[src/rtl/difftest_commit_tracker.sv]
// Difftest producer: shadows pc/GPR/CSR state from retiring instructions and pulses
// a post-commit snapshot to the sink. Optional watchdog under DIFFTEST_WATCHDOG_EN.
module difftest_commit_tracker #(
    parameter logic [31:0] RESET_PC       = 32'h8000_0000,
    parameter logic [31:0] MSTATUS_RESET  = 32'h0000_1800,
    parameter int unsigned TIMEOUT_CYCLES = 1_000_000
) (
    input  logic          clock,
    input  logic          reset,
    input  logic          commit_valid,
    output logic          commit_ready,
    input  logic [31:0]   commit_next_pc,
    input  logic          commit_is_ebreak,
    input  logic          gpr_wen,
    input  logic [4:0]    gpr_waddr,
    input  logic [31:0]   gpr_wdata,
    input  logic          csr_wen,
    input  logic [2:0]    csr_widx,
    input  logic [31:0]   csr_wdata,
    output logic          diff_enable,
    output logic [31:0]   diff_pc,
    output logic [1023:0] diff_regs,
    output logic [191:0]  diff_csr,
    output logic [63:0]   commit_count,
    output logic          halted,
    output logic          timeout
);

    typedef enum logic {RUN = 1'b0, HALTED = 1'b1} state_e;

    state_e            state_q, state_d;
    logic [31:0]       pc_q, pc_d;
    logic [31:0][31:0] regs_q, regs_d;
    logic [5:0][31:0]  csr_q, csr_d;
    logic [63:0]       cnt_q, cnt_d;
    logic              en_q, en_d;
    logic              halted_q, halted_d;
    logic              accept;

`ifdef DIFFTEST_WATCHDOG_EN
    logic [31:0]       wd_q, wd_d;
    logic              timeout_q, timeout_d;
`endif

    assign commit_ready = (state_q == RUN);
    assign accept       = commit_valid && commit_ready;

    always_comb begin
        state_d  = state_q;
        pc_d     = pc_q;
        regs_d   = regs_q;
        csr_d    = csr_q;
        cnt_d    = cnt_q;
        halted_d = halted_q;
        en_d     = accept;
        if (accept) begin
            pc_d  = commit_next_pc;
            cnt_d = cnt_q + 64'd1;
            // x0 is never written, so its reset value of zero is what it reads as
            if (gpr_wen && gpr_waddr != 5'd0)
                regs_d[gpr_waddr] = gpr_wdata;
            if (csr_wen && csr_widx <= 3'd5)
                csr_d[csr_widx] = csr_wdata;
            if (commit_is_ebreak) begin
                state_d  = HALTED;
                halted_d = 1'b1;
            end
        end
`ifdef DIFFTEST_WATCHDOG_EN
        wd_d      = wd_q;
        timeout_d = timeout_q;
        if (accept) begin
            wd_d = '0;
        end else if (state_q == RUN) begin
            // a stalled core stops the comparison without claiming an ebreak halt
            if (wd_q == TIMEOUT_CYCLES - 1) begin
                timeout_d = 1'b1;
                state_d   = HALTED;
            end else begin
                wd_d = wd_q + 32'd1;
            end
        end
`endif
    end

    always_ff @(posedge clock) begin
        if (reset) begin
            state_q   <= RUN;
            pc_q      <= RESET_PC;
            regs_q    <= '0;
            csr_q     <= {128'd0, MSTATUS_RESET, 32'd0};
            cnt_q     <= '0;
            en_q      <= 1'b0;
            halted_q  <= 1'b0;
`ifdef DIFFTEST_WATCHDOG_EN
            wd_q      <= '0;
            timeout_q <= 1'b0;
`endif
        end else begin
            state_q   <= state_d;
            pc_q      <= pc_d;
            regs_q    <= regs_d;
            csr_q     <= csr_d;
            cnt_q     <= cnt_d;
            en_q      <= en_d;
            halted_q  <= halted_d;
`ifdef DIFFTEST_WATCHDOG_EN
            wd_q      <= wd_d;
            timeout_q <= timeout_d;
`endif
        end
    end

    assign diff_enable  = en_q;
    assign diff_pc      = pc_q;
    assign diff_regs    = regs_q;
    assign diff_csr     = csr_q;
    assign commit_count = cnt_q;
    assign halted       = halted_q;

`ifdef DIFFTEST_WATCHDOG_EN
    assign timeout = timeout_q;
`else
    logic unused_timeout_cfg;
    assign unused_timeout_cfg = ^TIMEOUT_CYCLES;
    assign timeout            = 1'b0;
`endif

endmodule

[config.mk]
export PLATFORM = sky130hd
export DESIGN_NAME = difftest_commit_tracker
export DESIGN_NICKNAME = d
export VERILOG_FILES = /design/src/rtl/difftest_commit_tracker.sv
export SDC_FILE = /design/constraint.sdc
export NUM_CORES = 2
export LEC_CHECK = 0
export ABC_AREA = 1
export CORE_AREA = 5 5 545 547
export CTS_CLUSTER_DIAMETER = 30
export CTS_CLUSTER_SIZE = 8
export DETAILED_ROUTE_END_ITERATION = 10
export DIE_AREA = 0 0 550 552
export DONT_BUFFER_PORTS = 1
export HOLD_SLACK_MARGIN = 0.02
export SYNTH_ARGS = -nofsm -noshare
export SYNTH_HDL_FRONTEND = slang
export SYNTH_SLANG_ARGS = --single-unit
[constraint.sdc]
create_clock -name clock -period 5.3 [get_ports clock]
set_clock_uncertainty 0.1 [all_clocks]
set_input_delay 0.265 -clock clock [delete_from_list [all_inputs] [get_ports clock]]
set_output_delay 0.265 -clock clock [all_outputs]
set_load 0.01 [all_outputs]
# Word-level counts from Yosys, hierarchy flattened
# Index checks and enable logic that the tools add are counted.
dict set report word_totals {
  wordCells 64
  out_inout_bits 1316
  register_bits 1314
}
dict set report classes {
  n_reduce_logical 9
  mux 6
  add_sub_neg 1
  n_lt_le_gt_ge 5
  bitwise_logic 1
}
# cell n
set ops {}
lappend ops {{$bwmux 1024} 1}
lappend ops {{$bwmux 192} 1}
lappend ops {{$demux 32 s5} 1}
lappend ops {{$demux 32 s3} 1}
lappend ops {{$add 64x1->64 const B} 1}
lappend ops {{$mux 32} 2}
lappend ops {{$lt 5x6->1 const B} 1}
lappend ops {{$reduce_and 2->1} 3}
lappend ops {{$ge 5x1->1 const B} 1}
lappend ops {{$logic_and 1x1->1} 5}
lappend ops {{$reduce_bool 5->1} 1}
lappend ops {{$lt 3x4->1 const B} 1}
lappend ops {{$ge 3x1->1 const B} 1}
lappend ops {{$le 3x3->1 const B} 1}
lappend ops {{$not 1->1} 1}

# Logic depth before layout (Yosys ltp)
dict set report logic_depth {
  word_depth 5
  ltp_mapped 12
  mapped_depth_nobuf 11
}

# Worst setup path before layout
# No wires, ideal clock.
dict set report synth_timing {
  path_kind {register to register}
  start {reg cnt_q[1], in the netlist commit_count[1]}
  end {reg cnt_q[18], in the netlist commit_count[18]}
  setup_ps 128
  path_slack_ps 3411
  stages_incl_launch_ff 10
  period_less_slack_ps 1889
  n_path_buf 0
  arrival_time_ps 1661
  path_cell_list {dfxtp_1 > ha_1 > inv_1 > nor2_1 > nand2_1 > nor2_1 > nand2_1 > nor2_1 > xnor2_1 > nor2_1}
}
dict set report synth_via {
  elab_chain_len 1
}
# element line
set synth_lines {}
lappend synth_lines {{start, declared} 35} ;# logic [63:0] cnt_q, cnt_d;
lappend synth_lines {{start signal, assigned} 104} ;# cnt_q <= cnt_d;
lappend synth_lines {{$add 64x1->64} 58} ;# cnt_d = cnt_q + 64'd1;
# Every way passes these cells.
# A chain may end at the register's enable or synchronous reset.

==> results.cfg <==
[layout]
stdcell_count = 10400
number_of_nets_at_the_end_of_the_flow = 6329
share_of_cells_above_drive_strength_1_pct = 9.33
areaGrowthSynthToFinish_pct = 34.1

[job]
max_cap_viol_count = 0

[setup_path]
cp-endpoint = diff_regs[951]$_SDFFE_PP0P_
cp.required_ps = 5970
crit_path_max_incr_delay_ps = 670
reg2reg_from = halted$_SDFFE_PP0P_
worstReg2RegEnd = diff_regs[951]$_SDFFE_PP0P_
critPathCaptureType = flip-flop
start_kind = flip-flop
critical_path_peak_fanout = 47
critPathLaunch = halted$_SDFFE_PP0P_
worst_path_max_delay_cell = buf_4
timing.critical_path.cells = inv_2 -> nand2_2 -> nor2_1 -> nand2_2 -> nor2_4 -> buf_4 -> nand3_1 -> dlygate4sd3_1 -> a21oi_1 -> dlygate4sd3_1
reg2reg_slack_ps = 1310
worst-setup-path-type = flip-flop to flip-flop
arrival_ps = 4670
register_to_register_path_depth = 10

[synthesis]
synth_commonest_cells = nor2_1, dfxtp_1, o21ai_0
ys_async_sr_fraction_pct = 0
syn-cell-area_um2 = 47200
synth.most_common_cell = nor2_1
synth_area_per_cell_um2 = 7.65
synthDominantCellAreaShare_pct = 55.7
synth-warning-count = 0
synth.ff_latch_count = 1314
synth_top_flop_cell = dfxtp_1
synth_top_cells_by_area = dfxtp_1, nor2_1, o21ai_0
synth_fp_nets = 6275
synth_edf_count = 0
syn-instance-count = 6164
ys_seq_area_share_pct = 55.7
yosys.area.top_type = dfxtp_1
yosys.cell_types.count = 35

[clock_network]
clk-insertion-delay-late_ps = 830
ctsHtreeMaxLevel = 5
clockRootBuffer = clkbuf_16
cts_sinks = 1314
cts_tree = done
numCtsBuffers = 277
clkSlewWorstSetupHoldPaths_ps = 50
cts_buffer_depth = 4

[die]
design.core.area_um2 = 292000
placementRows = 199
ios = 1426
die_height_um = 552
die_w_um = 550
dieArea_um2 = 304000
start_util_pct = 16.2

[timing]
timing.final.hold_violations = 0
timing.final.max_slew_violations = 0
finalSetupViolCount = 0
finalWorstPathRequiredPeriod_ps = 3990
setup_tns_ps = 0
period_share_pct = 75.4
timing.slew.headroom_pct = 19.7
max_freq_mhz = 250
timing_worst_slew_pin_value_ps = 1200
rsz0062_at_grt = false

[outcome]
run_status = complete, no violations

[power]
ir_drop_mv = 0.337
power.leakage_nw = 23.1
power_density_nw_per_um2 = 462

[route]
detailed_route_via_count = 44000
firstDrtPassIters = 6
detail_route.iter0.violations = 5387
number_of_nets_with_antenna_violations_after_routing = 0
drc = 0
wire_per_inst_um = 23.5
routed_via_density = 4.25
final_routed_wirelength_across_all_metal_layers_mm = 243

[global_route]
grt_start_max_net_pins = 284
first_pass_grt_wire_length_mm = 330
globalRouteOverflowTotal = 0
antenna_found_initial = 43
grt_util_all_layers_pct = 14.9
vias_in_the_first_global_route = 41000

[placed_design]
place.detailed.instances = 9643
port_buffers = 0
final_wtd_congestion = 0.874
place.detailed.hpwl_mm = 156

[worst_hold_path]
holdCritPathClass = input port to flip-flop
worst min-delay path by stage:
stage | startpoint | end | slack, ps | cells after the start
final | gpr_waddr[0] | diff_regs[461]$_SDFFE_PP0P_ | 110 | 6
after CTS | reset | diff_regs[924]$_SDFFE_PP0P_ | 20 | 2
after floorplan | commit_next_pc[31] | diff_pc[31]$_SDFFE_PP1P_ | 280 | 2
after detailed placement | reset | diff_regs[957]$_SDFFE_PP0P_ | 270 | 1
after global routing | commit_next_pc[5] | diff_pc[5]$_SDFFE_PP0P_ | 70 | 3
after global placement | reset | diff_regs[955]$_SDFFE_PP0P_ | 260 | 1
where the power goes:
group          switching [mW]  internal [mW]
clock                    6.05           11.9
sequential              0.167           10.0
combinational           0.833          0.255
stage by stage:
| step | area, µm² | setup WS [ps] | power (mW) | hold WS, ps | utilization, % |
|---|---|---|---|---|---|
| 5_1_grt | 63300 | 875 | 30.1 | 73.9 | 21.7 |
| 3_3_place_gp | 50700 | 1570 | 10.8 | 257 | 17.4 |
| 3_5_place_dp | 50700 | 1520 | 10.8 | 275 | 17.4 |
| 2_1_floorplan | 47200 | 3410 | 10.7 | 278 | - |
| 4_1_cts | 63200 | 1040 | 29.5 | 20.0 | 21.6 |
| 6_report | 63300 | 1310 | 29.2 | 109 | 21.7 |
state kept, by name, summed over array words and instances, names as in the netlist:
signal,cells
diff_regs,1024
commit_count,64
halted,1
diff_pc,32
diff_enable,1
diff_csr,192
metal layers:
| layer | global-route usage (%) | share of wire (%) | vias up |
|---|---|---|---|
| li1 | - | - | 20000 |
| met1 | 17.5 | 37 | 20200 |
| met2 | 22.7 | 43 | 3047 |
| met3 | 6.64 | 14 | 762 |
| met4 | 8.44 | 6.3 | 10 |
| met5 | 0 | 0.028 | - |
placed cells by master, fill, tap and decap left out, types with 7 or more instances in the layout:
master,Yosys,routed
nor3_1,10,10
inv_2,9,13
nand3_1,280,276
buf_4,16,59
o21ai_1,28,28
nand2_1,410,402
clkinv_4,0,18
buf_16,0,34
dfxtp_1,1314,1314
diode_2,0,17
clkbuf_16,0,278
clkinv_2,0,30
inv_1,380,371
clkbuf_8,0,50
nor2_1,1646,1632
a21oi_1,541,541
dlygate4sd3_1,0,181
bufinv_16,0,31
clkbuf_1,393,35
clkinv_16,0,16
o21ai_0,978,978
clkinvlp_4,0,13
xor2_1,7,7
nand4_1,21,21
nor2_4,2,13
nand2_2,8,16
cells by family (layout without fill, tap and decap cells):
| kind of cell | after synthesis | in the layout | share of synthesized area (%) |
|---|---|---|---|
| buffers and inverters | 893 | 1148 | 7.42 |
| AOI/OAI and AO/OA | 1554 | 1554 | 16.5 |
| adders and majority gates | 1 | 1 | 0.0265 |
| xor gates and xnor gates | 12 | 12 | 0.223 |
| and+or+nand+nor | 2389 | 2389 | 20.1 |
| DFF | 1314 | 1314 | 55.7 |
| other | 1 | 18 | 0.00795 |
area by class of cell:
type	count	area [µm²]
diodes	17	42.5
clock buffers	363	7780
fillers	32000	229000
inverters	390	1480
repair buffers	278	3270
multi-input cells	3957	17500
flip-flops and latches	1314	26300
well taps	3919	4900
clock inverters	117	2000
worst max-delay path: cells and delay by family (launching register included):
| family | cells | cell delay, ps |
|---|---|---|
| buf+inv | 4 | 2100 |
| simple gates | 5 | 1130 |
| flops | 1 | 430 |
| compound gates | 1 | 150 |
timing repair:
item / CTS / global route
resized for setup: 0 / 0
endpoints found under the hold margin: 1283 / 88
buffers inserted: 0 / 0
hold buffers: 213 / 1
No activity file was read; power rests on OpenSTA's default activity.
